## src/rtl/control_suma_resta_if.sv

```systemverilog
// Request/grant, complementer and result signals of the shared add/subtract controller.
// The master side holds the requesters and the complementer; the slave side is the controller.
interface control_suma_resta_if #(
    parameter int ANCHO = 4
);
    logic             req0;
    logic             req1;
    logic             op0;
    logic             op1;
    logic [ANCHO-1:0] a0;
    logic [ANCHO-1:0] b0;
    logic [ANCHO-1:0] a1;
    logic [ANCHO-1:0] b1;
    logic             gnt0;
    logic             gnt1;
    logic             sumar;
    logic             restar;
    logic [ANCHO-1:0] entM;
    logic [ANCHO-1:0] complement;
    logic [ANCHO-1:0] resultado;
    logic             acarreo;
    logic             desborde;
    logic             id;
    logic             listo;

    modport master (
        output req0, req1, op0, op1, a0, b0, a1, b1, complement,
        input  gnt0, gnt1, sumar, restar, entM, resultado, acarreo, desborde, id, listo
    );

    modport slave (
        input  req0, req1, op0, op1, a0, b0, a1, b1, complement,
        output gnt0, gnt1, sumar, restar, entM, resultado, acarreo, desborde, id, listo
    );
endinterface

```

## src/rtl/control_suma_resta.sv

```systemverilog
// Round-robin controller for the shared add/subtract datapath: grant, complement, add, done.
// Latency: listo two edges after the grant edge; one operation per 4 cycles, requests held until gnt.
module control_suma_resta #(
    parameter int ANCHO = 4
) (
    input  logic                 clk,
    input  logic                 reset,
    control_suma_resta_if.slave  bus
);
    localparam logic [1:0] REPOSO = 2'd0;
    localparam logic [1:0] COMPL  = 2'd1;
    localparam logic [1:0] SUMA   = 2'd2;
    localparam logic [1:0] FIN    = 2'd3;
    localparam int         MSB    = ANCHO - 1;

    logic [1:0]       r_estado;
    logic             r_ultimo;
    logic             r_id_int;
    logic             r_op;
    logic [ANCHO-1:0] r_a;
    logic [ANCHO-1:0] r_b;
    logic [ANCHO-1:0] r_beff;
    logic             r_gnt0;
    logic             r_gnt1;
    logic             r_sumar;
    logic             r_restar;
    logic [ANCHO-1:0] r_entM;
    logic [ANCHO-1:0] r_resultado;
    logic             r_acarreo;
    logic             r_desborde;
    logic             r_id;
    logic             r_listo;

    logic             w_any;
    logic             w_sel1;
    logic             w_op_in;
    logic [ANCHO-1:0] w_a_in;
    logic [ANCHO-1:0] w_b_in;
    logic [ANCHO:0]   w_suma;
    logic             w_desborde;

    // On a tie the requester that was not granted last wins.
    assign w_any   = bus.req0 | bus.req1;
    assign w_sel1  = bus.req1 & (~bus.req0 | ~r_ultimo);
    assign w_op_in = w_sel1 ? bus.op1 : bus.op0;
    assign w_a_in  = w_sel1 ? bus.a1  : bus.a0;
    assign w_b_in  = w_sel1 ? bus.b1  : bus.b0;

    // Overflow uses the original B so that subtracting the most negative value is flagged.
    assign w_suma     = {1'b0, r_a} + {1'b0, r_beff};
    assign w_desborde = r_op ? ((r_a[MSB] != r_b[MSB]) && (w_suma[MSB] != r_a[MSB]))
                             : ((r_a[MSB] == r_b[MSB]) && (w_suma[MSB] != r_a[MSB]));

    always_ff @(posedge clk) begin
        if (reset) begin
            r_estado    <= REPOSO;
            r_ultimo    <= 1'b1;
            r_id_int    <= 1'b0;
            r_op        <= 1'b0;
            r_a         <= '0;
            r_b         <= '0;
            r_beff      <= '0;
            r_gnt0      <= 1'b0;
            r_gnt1      <= 1'b0;
            r_sumar     <= 1'b0;
            r_restar    <= 1'b0;
            r_entM      <= '0;
            r_resultado <= '0;
            r_acarreo   <= 1'b0;
            r_desborde  <= 1'b0;
            r_id        <= 1'b0;
            r_listo     <= 1'b0;
        end else begin
            r_gnt0   <= 1'b0;
            r_gnt1   <= 1'b0;
            r_sumar  <= 1'b0;
            r_restar <= 1'b0;
            r_entM   <= '0;
            r_listo  <= 1'b0;
            case (r_estado)
                REPOSO: begin
                    if (w_any) begin
                        r_a      <= w_a_in;
                        r_b      <= w_b_in;
                        r_op     <= w_op_in;
                        r_ultimo <= w_sel1;
                        r_id_int <= w_sel1;
                        r_gnt0   <= ~w_sel1;
                        r_gnt1   <= w_sel1;
                        r_sumar  <= ~w_op_in;
                        r_restar <= w_op_in;
                        r_entM   <= w_b_in;
                        r_estado <= COMPL;
                    end
                end
                COMPL: begin
                    r_beff   <= bus.complement;
                    r_estado <= SUMA;
                end
                SUMA: begin
                    r_resultado <= w_suma[ANCHO-1:0];
                    r_acarreo   <= w_suma[ANCHO];
                    r_desborde  <= w_desborde;
                    r_id        <= r_id_int;
                    r_listo     <= 1'b1;
                    r_estado    <= FIN;
                end
                default: r_estado <= REPOSO;
            endcase
        end
    end

    assign bus.gnt0      = r_gnt0;
    assign bus.gnt1      = r_gnt1;
    assign bus.sumar     = r_sumar;
    assign bus.restar    = r_restar;
    assign bus.entM      = r_entM;
    assign bus.resultado = r_resultado;
    assign bus.acarreo   = r_acarreo;
    assign bus.desborde  = r_desborde;
    assign bus.id        = r_id;
    assign bus.listo     = r_listo;
endmodule

```

## src/flat_wrapper.sv

```systemverilog
// flat-port wrapper written by rule: the top's interface ports become plain ports
module control_suma_resta_flat 
#(
    parameter int ANCHO = 4
)
  (clk, reset, bus_req0, bus_req1, bus_op0, bus_op1, bus_a0, bus_b0, bus_a1, bus_b1, bus_complement, bus_gnt0, bus_gnt1, bus_sumar, bus_restar, bus_entM, bus_resultado, bus_acarreo, bus_desborde, bus_id, bus_listo);
  control_suma_resta_if #(.ANCHO(ANCHO)) bus_i ();
  input  logic clk;
  input  logic reset;
  input wire logic [$bits(bus_i.req0)-1:0] bus_req0;
  input wire logic [$bits(bus_i.req1)-1:0] bus_req1;
  input wire logic [$bits(bus_i.op0)-1:0] bus_op0;
  input wire logic [$bits(bus_i.op1)-1:0] bus_op1;
  input wire logic [$bits(bus_i.a0)-1:0] bus_a0;
  input wire logic [$bits(bus_i.b0)-1:0] bus_b0;
  input wire logic [$bits(bus_i.a1)-1:0] bus_a1;
  input wire logic [$bits(bus_i.b1)-1:0] bus_b1;
  input wire logic [$bits(bus_i.complement)-1:0] bus_complement;
  output wire logic [$bits(bus_i.gnt0)-1:0] bus_gnt0;
  output wire logic [$bits(bus_i.gnt1)-1:0] bus_gnt1;
  output wire logic [$bits(bus_i.sumar)-1:0] bus_sumar;
  output wire logic [$bits(bus_i.restar)-1:0] bus_restar;
  output wire logic [$bits(bus_i.entM)-1:0] bus_entM;
  output wire logic [$bits(bus_i.resultado)-1:0] bus_resultado;
  output wire logic [$bits(bus_i.acarreo)-1:0] bus_acarreo;
  output wire logic [$bits(bus_i.desborde)-1:0] bus_desborde;
  output wire logic [$bits(bus_i.id)-1:0] bus_id;
  output wire logic [$bits(bus_i.listo)-1:0] bus_listo;
  assign bus_i.req0 = bus_req0;
  assign bus_i.req1 = bus_req1;
  assign bus_i.op0 = bus_op0;
  assign bus_i.op1 = bus_op1;
  assign bus_i.a0 = bus_a0;
  assign bus_i.b0 = bus_b0;
  assign bus_i.a1 = bus_a1;
  assign bus_i.b1 = bus_b1;
  assign bus_i.complement = bus_complement;
  assign bus_gnt0 = bus_i.gnt0;
  assign bus_gnt1 = bus_i.gnt1;
  assign bus_sumar = bus_i.sumar;
  assign bus_restar = bus_i.restar;
  assign bus_entM = bus_i.entM;
  assign bus_resultado = bus_i.resultado;
  assign bus_acarreo = bus_i.acarreo;
  assign bus_desborde = bus_i.desborde;
  assign bus_id = bus_i.id;
  assign bus_listo = bus_i.listo;
  control_suma_resta #(.ANCHO(ANCHO)) u_core (.clk(clk), .reset(reset), .bus(bus_i));
endmodule
```

## config.mk

```make
export PLATFORM = sky130hd
export DESIGN_NAME = control_suma_resta_flat
export DESIGN_NICKNAME = d
export VERILOG_FILES = /design/src/rtl/control_suma_resta_if.sv /design/src/rtl/control_suma_resta.sv /design/src/flat_wrapper.sv
export SDC_FILE = /design/constraint.sdc
export NUM_CORES = 1
export LEC_CHECK = 0
export BUFFER_PORTS_ARGS = -buffer_cell sky130_fd_sc_hd__buf_2
export CORE_ASPECT_RATIO = 0.8
export CORE_MARGIN = 3
export CORE_UTILIZATION = 44
export DETAILED_ROUTE_END_ITERATION = 6
export GPL_TIMING_DRIVEN = 0
export HOLD_SLACK_MARGIN = 0.1
export PLACE_DENSITY = 0.73
export SLEW_MARGIN = 20
export SYNTH_ARGS = -nofsm -noshare
export SYNTH_HDL_FRONTEND = slang
export SYNTH_SLANG_ARGS = --single-unit
```

## constraint.sdc

```tcl
create_clock -name clk -period 1.6 [get_ports clk]
set_input_delay 0.32 -clock clk [delete_from_list [all_inputs] [get_ports clk]]
set_output_delay 0.32 -clock clk [all_outputs]
set_load 0.02 [all_outputs]
```

## Word level (Yosys, flattened, before mapping)

Index checks and enable logic that the tools add are counted.

- Bits in registers: 33
- Input port bits: 26

- $add $sub $neg: 1
- Equal/unequal tests: 6
- Multiplexer cells: 7
- Bitwise operators: 9
- Reduce and logical (&&, ||, !) cells: 5

Operators by type and width:

| cell | count |
|---|---|
| 4-bit two-way mux | 2 |
| 1-bit NOT | 6 |
| 2-bit case mux with 3 select lines | 1 |
| 4-bit by 4-bit adder with 5-bit output | 1 |
| 1-bit two-way mux | 3 |
| 3-bit OR reduction | 1 |
| 2-bit by 1-bit equality test with 1-bit output, second input constant | 1 |
| 2-bit equality test, second input constant | 1 |
| 1-bit logical AND | 2 |
| 2-bit logical NOT | 1 |
| 2-bit two-way mux | 1 |
| 1-bit inequality test | 2 |
| 2-bit by 1-bit inequality test with 1-bit output, second input constant | 1 |
| 1-bit OR | 2 |
| 2-bit AND reduction | 1 |
| 1-bit AND | 1 |
| 1-bit equality test | 1 |

## Logic depth before layout (Yosys ltp)

Gate-level depths: netlist of run 1.

- Depth in word-level cells: 5
- Mapped depth: 7
- Gate-level depth less buffers: 6

## Worst setup path after synthesis of run 1

No wires, ideal clock.

- Path type: reg2reg
- Start point: register u_core.r_beff[2]
- End point: register u_core.r_desborde, in the netlist u_core.bus.desborde
- Setup time: 0.088 ns
- Data arrival time: 1.617 ns
- Data required time: 1.512 ns
- Path slack: -0.105 ns
- Stages on the path, launching flop included: 6
- Buffers on the path: 0
- Period minus slack after synthesis: 1.705 ns
- Cell sequence: dfxtp_1 -> ha_1 -> a21oi_1 -> a21boi_1 -> or4_1 -> a311oi_2

- Word-level cells in the longest chain between the ends: 4
- Elaborated cells on any way between the ends: 5
- Those cells by class: add/sub: 1; eq/ne: 1; mux: 1; reduce/logical: 2

RTL lines:

| element | line | RTL |
|---|---|---|
| start: declaration | control_suma_resta.sv:22 | `logic [ANCHO-1:0] r_beff;` |
| start signal: assignment | control_suma_resta.sv:97 | `r_beff <= bus.complement;` |
| 4-bit by 4-bit adder with 5-bit output * | control_suma_resta.sv:50 | `assign w_suma = {1'b0, r_a} + {1'b0, r_beff};` |
| 1-bit inequality test * | control_suma_resta.sv:51, control_suma_resta.sv:52 |  |
| 1-bit logical AND (on tied branches) | control_suma_resta.sv:52, control_suma_resta.sv:51 |  |
| 1-bit two-way mux * | control_suma_resta.sv:51 | `assign w_desborde = r_op ? ((r_a[MSB] != r_b[MSB]) && (w_suma[MSB] != r_a[MSB]))` |
| end signal: assignment | control_suma_resta.sv:103 | `r_desborde <= w_desborde;` |
| end: declaration | control_suma_resta.sv:30 | `logic r_desborde;` |

Every way passes the cells marked *; elsewhere a longest branch is shown, timed or not.
A chain may end at the register's enable or synchronous reset.

## Worst setup path in the final report of run 1

Ends and elaborated chain as after synthesis.

==> out/metrics.sh, run 1 <==
FLOORPLAN.IO_PINS=42
CLK_PIN_SLEW_WORST_PATHS_NS=0.09
SHARE_CLK_OF_TOTAL_POWER_PCT=16.8
CELL_FAMILY_WITH_MOST_CP_DELAY='simple AND/OR/NAND/NOR gates'
MUXSHAREOFSYNTHAREA_PCT=10.25
CLK-INSERTION-DELAY-LATE_NS=0.33
HOLD-WORST-SLACK_NS=0.2069
RR_WORST_DEPTH=5
FIRST_PASS_ITERS=4
FMAXACHIEVABLE_GHz=0.5953
TOTALWIRELENGTH_MM=2.734
OUTCOME='finished, violations left'
POST_DRT_WL_PER_CELL_UM=12.84
RELSLEWSLACK_PCT=64.33
CTS_MADE_BUFFERS=5
FLOORPLAN.CORE_AREA_UM2=2603
DR.FIRST_ITER.DRC_COUNT=31
CRIT_PATH_TOP_DELAY_CELL='sky130_fd_sc_hd__or4_1'
CELL_INTERNAL_PWR_mW=1.727
DRTANTENNAVIOLNETS=0
DIE-WIDTH_UM=66.07
ARRIVAL_WORST_ENDPOINT_NS=1.92
P_SEQ_SHARE_PCT=39.8
MAXCAPVIOLCOUNT=0
PORT_BUFFERS=41
CP-START-KIND='register'
UNREPAIRED_SETUP_ENDPOINTS_AFTER_GLOBAL_ROUTING='true'
REPORT.FINAL.HOLD_VIOL_COUNT=0
DOMINANT_COMBINATIONAL_CELL_FAMILY_BY_AREA_AFTER_SYNTHESIS='compound AO/OA/AOI/OAI gates'
FINAL_UTIL_PCT=64.28
AREA_DELTA_SYNTH_FINAL_PCT=31.72
ROUTE.VIAS.TOTAL=1057
SETUP-VIOLATIONS-FINAL=1
CTS-ROOT-TO-SINK-BUFFERS=2
NUM-NETS-FINAL=210
SYNTH_EDF_COUNT=0
TOP_AREA_CELLS_IN_THE_SYNTHESIZED_NETLIST='sky130_fd_sc_hd__dfxtp_1, sky130_fd_sc_hd__mux2i_1, sky130_fd_sc_hd__ha_1'
NUMBER_OF_ANTENNA_VIOLATIONS_AT_THE_FIRST_CHECK_IN_GLOBAL_ROUTING=0
CRIT_CHAIN='ha_4, a21oi_2, a21boi_1, or4_1, a311oi_2'
SLOWEST_DELAY_NS=0.52
GLOBAL_ROUTE.OVERFLOW_TOTAL=0
SYNTH_TOP_FLOP_CELL='sky130_fd_sc_hd__dfxtp_1'
REQUIRED_NS=1.84
SW_FRAC_OF_TOTAL_PCT=37.23
CRITICALPATHCATEGORY='register to register'
SYNTHESIS.INSTANCES=125
VIOLATIONS='setup timing'
CLOCK-ROOT-BUFFER='sky130_fd_sc_hd__clkbuf_4'
SYNTH_WARNINGS=0
TOTALPOWERFINAL_mW=2.750
COMBINATIONAL_GROUP_SHARE_OF_TOTAL_POWER_PCT=43.3
FIN_CRIT_SHARE_PCT=105.0
TOP_AREA_CELL_TYPE_SHARE_OF_THE_NETLIST_AREA_PCT=47.29
YOSYS.CELL_COUNT.TOP_TYPE='sky130_fd_sc_hd__dfxtp_1'
SYNTH_COMMON_CELLS='sky130_fd_sc_hd__dfxtp_1, sky130_fd_sc_hd__nor2_1, sky130_fd_sc_hd__mux2i_1, sky130_fd_sc_hd__inv_1, sky130_fd_sc_hd__ha_1'
CRITPATHBUFINV=0
PLACE_CONGESTION=0.7779
GROUTE.USAGE.OVERALL_PCT=16.11
SYNTH-XOR-AREA-SHARE_PCT=1.379
SYNTHESIS.AREA_UM2=1270
FP-ROW-COUNT=16
TIMING.FINAL.CRIT_PERIOD_NS=1.680
COMPOUND_GATE_FRACTION_OF_SYNTH_AREA_PCT=16.06
DRC_ERRORS=0
AVGVIACOUNTPERCELL=4.962
CTS.HTREE.LEVELS=2
SINKS_ON_THE_CLOCK_NET=30
CTS_HOLD_BUFFERS=0
SYNTH_SIMPLE_GATE_AREA_SHARE_PCT=12.02
SYNTH_SEQ_CELLS=30
WORSTMARGINPINSLEW_NS=0.5350
REPORT.FINAL.SLEW_VIOL_COUNT=0
WHS_PATH_DEPTH=2
POSTSYNTHAREAPERCELL_UM2=10.16
YS_TYPES=33
DIE_H_UM=54.05
WORSTHOLDPATHTYPE='input pin to register'
YOSYSTOPAREACELL='sky130_fd_sc_hd__dfxtp_1'
ANTENNA_CELLS_INSERTED=0
TRITONCTS_CLOCK_TREE='built'
FIN_SKEW_NS=0.007874
FLOORPLAN.INITIALDENSITY_PCT=48.80
GRT_PASS1_VIAS=984
MAPPEDNETLISTNETS=159
WORST-PATH-MAX-FANOUT=4
END_KIND='register'
GRT_PASS1_WL_MM=4.174
CELLLEAKAGEPOWER_nW=0.7614
CELLPOWERDENSITY_nW_PER_UM2=1644
FRACTION_OF_FINAL_LAYOUT_CELLS_WITH_DRIVE_STRENGTH_GREATER_THAN_1_PCT=40.68
CRITICAL_PATH_CELL_COUNT=5
NET_SWITCHING_mW=1.024
DIEAREA_UM2=3571
DETAILED_PLACE_HPWL_MM=2.088
SYNTH-ASYNC-RESET-RATIO_PCT=0
SEQ_AREA_FRAC_SYNTH_PCT=47.29
GRT_START_MAX_NET_PINS=11
TIMING.FINAL.WS_SETUP_NS=-0.07977
WORST_IR_DROP_VDD_V=0.0006757
POST_SYNTH_FA_HA_MAJ_AREA_FRACTION_PCT=8.473
## power groups by stage
| stage | combinational (mW) | sequential (mW) | clock, mW |
|---|---|---|---|
| 2_1_floorplan | 0.700 | 1.18 | 0 |
| 6_report | 1.19 | 1.10 | 0.462 |
| 5_1_grt | 1.33 | 1.12 | 0.513 |
| 4_1_cts | 1.16 | 1.08 | 0.473 |
| 3_3_place_gp | 1.04 | 1.08 | 0 |
| 3_5_place_dp | 1.08 | 1.09 | 0 |
## per-layer routing
metal | track usage (%) | vias up | wire length, um
met5 | 0 | - | 0
met4 | 8.108 | 0 | 34
met3 | 5.637 | 5 | 171
met2 | 25.12 | 27 | 1249
met1 | 19.90 | 480 | 1280
li1 | - | 545 | -
## cell type report
| class | instances | area (um2) |
|---|---|---|
| Inverter | 8 | 30.03 |
| Buffer | 6 | 26.28 |
| Tap cell | 36 | 45.04 |
| Timing Repair Buffer | 45 | 235.2 |
| Clock inverter | 1 | 5.005 |
| Sequential cell | 30 | 609.3 |
| Clock buffer | 7 | 55.05 |
| Fill cell | 224 | 929.6 |
| Multi-Input combinational cell | 80 | 666.9 |
## worst reg2reg max path, stage by stage, from the launching register on
cell                       delay [ns]
sky130_fd_sc_hd__dfxtp_2         0.34
sky130_fd_sc_hd__ha_4            0.25
sky130_fd_sc_hd__a21oi_2         0.14
sky130_fd_sc_hd__a21boi_1        0.10
sky130_fd_sc_hd__or4_1           0.52
sky130_fd_sc_hd__a311oi_2        0.24
## per-stage QoR
stage               setup WS [ns]  TNS [ns]  instance area, um2  std cells
finish                   -0.07977  -0.07977                1673        213
global route              -0.1396   -0.1997                1673        213
CTS                      -0.09306  -0.09306                1628        212
detailed placement        -0.1204   -0.6063                1536        202
global placement         -0.09503   -0.2661                1536        202
floorplan                -0.03639  -0.03639                1286        125
## state kept, by name, indices dropped and copies added, names as in the netlist, 2 cells and up
signal / count
u_core.r_beff: 4
u_core.r_estado: 2
u_core.r_a: 4
u_core.bus.resultado: 4
u_core.bus.entM: 4
## cell families after synthesis
logic type                 count (synthesis)
buffers and inverters                     15
AOI/OAI and AO/OA                         26
and+or+nand+nor                           31
DFF                                       30
adders and majority gates                  8
xor gates and xnor gates                   2
muxes                                     13
## cells in the final DEF (no fill, tap or decap), types with 4 or more instances in the layout
cell,n
sky130_fd_sc_hd__buf_2,42
sky130_fd_sc_hd__dfxtp_1,23
sky130_fd_sc_hd__nor2_1,19
sky130_fd_sc_hd__mux2i_1,13
sky130_fd_sc_hd__inv_1,8
sky130_fd_sc_hd__dfxtp_2,7
sky130_fd_sc_hd__a211oi_1,6
sky130_fd_sc_hd__clkbuf_4,5
sky130_fd_sc_hd__clkbuf_1,4
sky130_fd_sc_hd__a22o_1,4
sky130_fd_sc_hd__buf_4,4
## final timing paths
check,from,endpoint,slack (ns)
max,u_core.r_beff[2],u_core.bus.desborde,-0.08
min reg2reg,u_core.r_id_int,u_core.r_id_int,0.47
max reg2reg,u_core.r_beff[2],u_core.bus.desborde,-0.08
min,bus_b1[1],u_core.bus.entM[1],0.21
## timing repair
action | CTS | global route
endpoints found under the setup margin | 12 | 13
pin swaps | 0 | 4
hold endpoints to repair | 0 | 0
gates resized for setup | 7 | 9
buffers inserted | 3 | 1
Power figures use the tool's default switching activity.
==> run 2, diff against run 1 <==
--- a/config.mk
+++ b/config.mk
@@ -10,9 +10,9 @@
 export CORE_MARGIN = 3
 export CORE_UTILIZATION = 44
 export DETAILED_ROUTE_END_ITERATION = 6
-export GPL_TIMING_DRIVEN = 0
 export HOLD_SLACK_MARGIN = 0.1
 export PLACE_DENSITY = 0.73
+export SETUP_SLACK_MARGIN = 0.1
 export SLEW_MARGIN = 20
 export SYNTH_ARGS = -nofsm -noshare
 export SYNTH_HDL_FRONTEND = slang
==> out/metrics.sh, run 2 (synthesis results as in run 1) <==
PLACE_CONGESTION=0.7719
ARRIVAL_WORST_ENDPOINT_NS=1.93
CP-START-KIND='register'
NUMBER_OF_ANTENNA_VIOLATIONS_AT_THE_FIRST_CHECK_IN_GLOBAL_ROUTING=0
AVGVIACOUNTPERCELL=4.995
WORSTMARGINPINSLEW_NS=0.2764
GLOBAL_ROUTE.OVERFLOW_TOTAL=0
FIN_CRIT_SHARE_PCT=104.7
DIE-WIDTH_UM=66.07
SINKS_ON_THE_CLOCK_NET=30
END_KIND='register'
AREA_DELTA_SYNTH_FINAL_PCT=36.35
FLOORPLAN.CORE_AREA_UM2=2603
FP-ROW-COUNT=16
REPORT.FINAL.SLEW_VIOL_COUNT=0
REQUIRED_NS=1.85
HOLD-WORST-SLACK_NS=0.1839
CTS.HTREE.LEVELS=2
TRITONCTS_CLOCK_TREE='built'
WORST_IR_DROP_VDD_V=0.0008594
REG2REG_SETUP_SLACK_NS=-0.08
DRC_ERRORS=0
WHS_PATH_DEPTH=2
RELSLEWSLACK_PCT=81.38
REPORT.FINAL.HOLD_VIOL_COUNT=0
OUTCOME='finished, violations left'
DETAILED_PLACE_HPWL_MM=2.073
TIMING.RR.END='u_core.bus.desborde'
CLK-INSERTION-DELAY-LATE_NS=0.34
CELLPOWERDENSITY_nW_PER_UM2=1681
FLOORPLAN.IO_PINS=42
POST_DRT_WL_PER_CELL_UM=13.43
TIMING.FINAL.CRIT_PERIOD_NS=1.675
ANTENNA_CELLS_INSERTED=0
NUM-NETS-FINAL=211
FMAXACHIEVABLE_GHz=0.5969
CLOCK-ROOT-BUFFER='sky130_fd_sc_hd__clkbuf_4'
CAPTURE_ENDPOINT_OF_THE_WORST_HOLD_PATH='u_core.bus.entM[2]'
MIN_FROM='bus_b1[2]'
DR.FIRST_ITER.DRC_COUNT=29
TIMING.FINAL.WS_SETUP_NS=-0.07544
WORSTHOLDPATHTYPE='input pin to register'
FIN_SKEW_NS=0.01290
FRACTION_OF_FINAL_LAYOUT_CELLS_WITH_DRIVE_STRENGTH_GREATER_THAN_1_PCT=44.38
GRT_PASS1_VIAS=1022
VIOLATIONS='setup timing'
LAYOUT.CELLS.MOST_COMMON='sky130_fd_sc_hd__buf_2'
MAXCAPVIOLCOUNT=0
TOTALWIRELENGTH_MM=2.873
DIE_H_UM=54.05
ROUTE.VIAS.TOTAL=1069
DIEAREA_UM2=3571
CLK_PIN_SLEW_WORST_PATHS_NS=0.10
SETUP-VIOLATIONS-FINAL=1
DRTANTENNAVIOLNETS=0
RR_WORST_DEPTH=5
FLOORPLAN.INITIALDENSITY_PCT=48.80
GRT_PASS1_WL_MM=4.505
CRITICALPATHCATEGORY='register to register'
CTS-ROOT-TO-SINK-BUFFERS=2
UNREPAIRED_SETUP_ENDPOINTS_AFTER_GLOBAL_ROUTING='true'
FINAL_UTIL_PCT=66.54
FINAL_CELL_MIX='sky130_fd_sc_hd__buf_2, sky130_fd_sc_hd__dfxtp_1, sky130_fd_sc_hd__nor2_1, sky130_fd_sc_hd__mux2i_1, sky130_fd_sc_hd__buf_4'
PORT_BUFFERS=41
TIMING.RR.START='u_core.r_a[2]'
WORST-PATH-MAX-FANOUT=3
FIRST_PASS_ITERS=4
CELLLEAKAGEPOWER_nW=0.7850
GRT_START_MAX_NET_PINS=19
GROUTE.USAGE.OVERALL_PCT=17.84
CTS_MADE_BUFFERS=5
==> run 2: cell count changes in the layout (fill, tap and decap cells not counted), sizes merged <==
cell and change:
clkbuf -5, buf +6
==> run 2: worst max path at each step <==
stage                          start  slack (ns)  cells after the start                  end
finish                 u_core.r_a[2]       -0.08                      5  u_core.bus.desborde
global route           u_core.r_a[2]       -0.14                      5  u_core.bus.desborde
CTS                    u_core.r_a[2]       -0.07                      5  u_core.bus.desborde
detailed placement  u_core.r_beff[1]       -0.10                      5  u_core.bus.desborde
global placement       u_core.r_a[2]       -0.05                      5  u_core.bus.desborde
floorplan           u_core.r_beff[2]       -0.04                      5  u_core.bus.desborde
==> run 2: area by class of cell <==
type / instances / area [um2]
timing repair buffer: 52 / 287.8
clock inverter: 1 / 5.005
clock buffer: 7 / 55.05
fill: 227 / 870.8
multi-input combinational: 80 / 699.4
inverter: 8 / 30.03
tap: 36 / 45.04
sequential: 30 / 609.3
==> run 2: report_power, final <==
part | total [mW] | switching [mW] | leakage, nW | internal [mW]
clock network | 0.480 | 0.267 | 0.0353 | 0.213
logic | 1.34 | 0.698 | 0.501 | 0.642
registers | 1.09 | 0.122 | 0.249 | 0.968
==> run 2: what timing repair did <==
action / 4_1_cts / 5_1_grt
pin swaps: 3 / 2
hold buffers: 0 / 0
endpoints found under the setup margin: 4 / 5
resized for setup: 10 / 11
buffers inserted: 0 / 1
==> run 2: stage by stage <==
step | setup TNS [ns] | cells | area [um2] | setup WS [ns] | total power [mW]
final | -0.07544 | 214 | 1732 | -0.07544 | 2.911
after global routing | -0.1795 | 214 | 1732 | -0.1409 | 3.126
after CTS | -0.06668 | 213 | 1678 | -0.06668 | 2.798
after detailed placement | -0.1021 | 205 | 1584 | -0.1021 | 2.275
after global placement | -0.05046 | 205 | 1584 | -0.05046 | 2.221
after floorplan | -0.03639 | 125 | 1286 | -0.03639 | 1.880
==> run 2: critical path, stage by stage, from the launching register on <==
cell                       delay, ns
sky130_fd_sc_hd__dfxtp_2        0.35
sky130_fd_sc_hd__ha_4           0.30
sky130_fd_sc_hd__nand3_4        0.08
sky130_fd_sc_hd__and3b_1        0.17
sky130_fd_sc_hd__or4_1          0.48
sky130_fd_sc_hd__a311oi_2       0.21
==> run 2: layer usage <==
metal	wire (um)	GRT usage [%]	vias to the layer above
met3	183	6.263	5
met4	63	10.14	0
met1	1288	21.11	484
li1	-	-	549
met5	0	0	-
met2	1338	28.45	31
==> run 3, diff against run 2 <==
--- a/config.mk
+++ b/config.mk
@@ -11,6 +11,7 @@
 export CORE_UTILIZATION = 44
 export DETAILED_ROUTE_END_ITERATION = 6
 export HOLD_SLACK_MARGIN = 0.1
+export MAX_ROUTING_LAYER = met4
 export PLACE_DENSITY = 0.73
 export SETUP_SLACK_MARGIN = 0.1
 export SLEW_MARGIN = 20
==> out/metrics.sh, run 3 (synthesis results as in run 1) <==
UNREPAIRED_SETUP_ENDPOINTS_AFTER_GLOBAL_ROUTING='true'
DIE-WIDTH_UM=66.07
NFILLCELLS=227
FRACTION_OF_FINAL_LAYOUT_CELLS_WITH_DRIVE_STRENGTH_GREATER_THAN_1_PCT=44.38
AREA_DELTA_SYNTH_FINAL_PCT=36.35
FMAXACHIEVABLE_GHz=0.5972
CTS-ROOT-TO-SINK-BUFFERS=2
CTS_MADE_BUFFERS=5
ARRIVAL_WORST_ENDPOINT_NS=1.92
CTS_HOLD_BUFFERS=0
TOTALWIRELENGTH_MM=2.860
TIMING.FINAL.CRIT_PERIOD_NS=1.675
ANTENNA_CELLS_INSERTED=0
VIOLATIONS='setup timing'
FINAL_UTIL_PCT=66.54
DR.FIRST_ITER.DRC_COUNT=27
TRITONCTS_CLOCK_TREE='built'
FP-ROW-COUNT=16
POST_DRT_WL_PER_CELL_UM=13.36
FINAL_CELL_MIX='sky130_fd_sc_hd__buf_2, sky130_fd_sc_hd__dfxtp_1, sky130_fd_sc_hd__nor2_1, sky130_fd_sc_hd__mux2i_1, sky130_fd_sc_hd__buf_4'
GRT_PASS1_VIAS=1020
LAYOUT.CELLS.MOST_COMMON='sky130_fd_sc_hd__buf_2'
CELLLEAKAGEPOWER_nW=0.7850
AVGVIACOUNTPERCELL=4.935
WORSTMARGINPINSLEW_NS=0.2739
GRT_START_MAX_NET_PINS=19
NUMBER_OF_ANTENNA_VIOLATIONS_AT_THE_FIRST_CHECK_IN_GLOBAL_ROUTING=0
GROUTE.USAGE.OVERALL_PCT=18.37
MAXCAPVIOLCOUNT=0
GRT_PASS1_WL_MM=4.519
DRTANTENNAVIOLNETS=0
REG2REG_SETUP_SLACK_NS=-0.07
ROUTE.VIAS.TOTAL=1056
CELLPOWERDENSITY_nW_PER_UM2=1681
DIEAREA_UM2=3571
FLOORPLAN.CORE_AREA_UM2=2603
CLK_PIN_SLEW_WORST_PATHS_NS=0.10
WORST_IR_DROP_VDD_V=0.0008548
REQUIRED_NS=1.84
FIN_CRIT_SHARE_PCT=104.7
FIRST_PASS_ITERS=4
CP-START-KIND='register'
SINKS_ON_THE_CLOCK_NET=30
CLK-INSERTION-DELAY-LATE_NS=0.33
WORSTHOLDPATHTYPE='input pin to register'
END_KIND='register'
GLOBAL_ROUTE.OVERFLOW_TOTAL=0
FLOORPLAN.INITIALDENSITY_PCT=48.80
DIE_H_UM=54.05
OUTCOME='finished, violations left'
CRITICALPATHCATEGORY='register to register'
WORST-PATH-MAX-FANOUT=3
FLOORPLAN.IO_PINS=42
FIN_SKEW_NS=0.01160
DRC_ERRORS=0
AREA.SEQUENTIAL_UM2=609.3
PLACEMENT.CELL_AREA_UM2=1584
HOLD-WORST-SLACK_NS=0.1939
SETUP-VIOLATIONS-FINAL=1
NUM-NETS-FINAL=211
PLACE_CONGESTION=0.7823
RELSLEWSLACK_PCT=81.55
CLOCK-ROOT-BUFFER='sky130_fd_sc_hd__clkbuf_4'
MULTI_INPUT_COMBINATIONAL_CELL_AREA_UM2=699.4
DETAILED_PLACE_HPWL_MM=2.073
REPORT.FINAL.HOLD_VIOL_COUNT=0
CTS.HTREE.LEVELS=2
REPORT.FINAL.SLEW_VIOL_COUNT=0
PORT_BUFFERS=41
DESIGN_AREA_UM2=1732
TIMING.FINAL.WS_SETUP_NS=-0.07458
==> run 3: cell counts in the layout (fill, tap and decap cells not counted) <==
Identical to the previous run, type by type.
==> run 3: timing repair <==
item / 4_1_cts / 5_1_grt
gates resized for setup: 10 / 11
buffers inserted: 0 / 1
pin swaps: 3 / 2
setup endpoints to repair: 4 / 5
==> run 3: layer usage <==
| metal | GRT usage [%] | up-vias | part of all wire (%) | wire (um) |
|---|---|---|---|---|
| met5 | - | - | 0 | 0 |
| met4 | 10.14 | 0 | 1.5 | 43 |
| met3 | 6.263 | 4 | 5.2 | 148 |
| met2 | 28.45 | 26 | 47 | 1354 |
| met1 | 21.11 | 480 | 46 | 1314 |
| li1 | - | 546 | - | - |
==> run 3: worst max-delay path, stage by stage (launching register included) <==
cell and delay (ns):
sky130_fd_sc_hd__dfxtp_2 0.35, sky130_fd_sc_hd__ha_4 0.30, sky130_fd_sc_hd__nand3_4 0.08, sky130_fd_sc_hd__and3b_1 0.17, sky130_fd_sc_hd__or4_1 0.48, sky130_fd_sc_hd__a311oi_2 0.21
==> run 3: layout make-up <==
class	count	area share, %
clock buffer	7	3.179
clock inverter	1	0.2890
inverter	8	1.734
multi-input combinational	80	40.39
sequential	30	35.19
tap	36	2.601
timing repair buffer	52	16.62
==> run 3: worst paths after layout <==
| check | endpoint | from | cells after the start |
|---|---|---|---|
| max reg2reg | u_core.bus.desborde | u_core.r_a[2] | 5 |
| min | u_core.bus.entM[2] | bus_b1[2] | 2 |
| max | u_core.bus.desborde | u_core.r_a[2] | 5 |
| min reg2reg | u_core.r_id_int | u_core.r_id_int | 1 |
==> run 3: power by group <==
group	internal (mW)	switching (mW)	leakage, nW	total, mW
sequential	0.968	0.122	0.249	1.09
clock	0.213	0.262	0.0353	0.475
combinational	0.643	0.703	0.501	1.35
total	1.82	1.09	0.785	2.91
==> run 3: metrics by stage <==
step	setup TNS, ns	total power [mW]	worst slack, ns	instances
6_report	-0.07458	2.911	-0.07458	214
5_1_grt	-0.1796	3.126	-0.1409	214
4_1_cts	-0.06668	2.798	-0.06668	213
3_5_place_dp	-0.1021	2.275	-0.1021	205
3_3_place_gp	-0.05046	2.221	-0.05046	205
2_1_floorplan	-0.03639	1.880	-0.03639	125
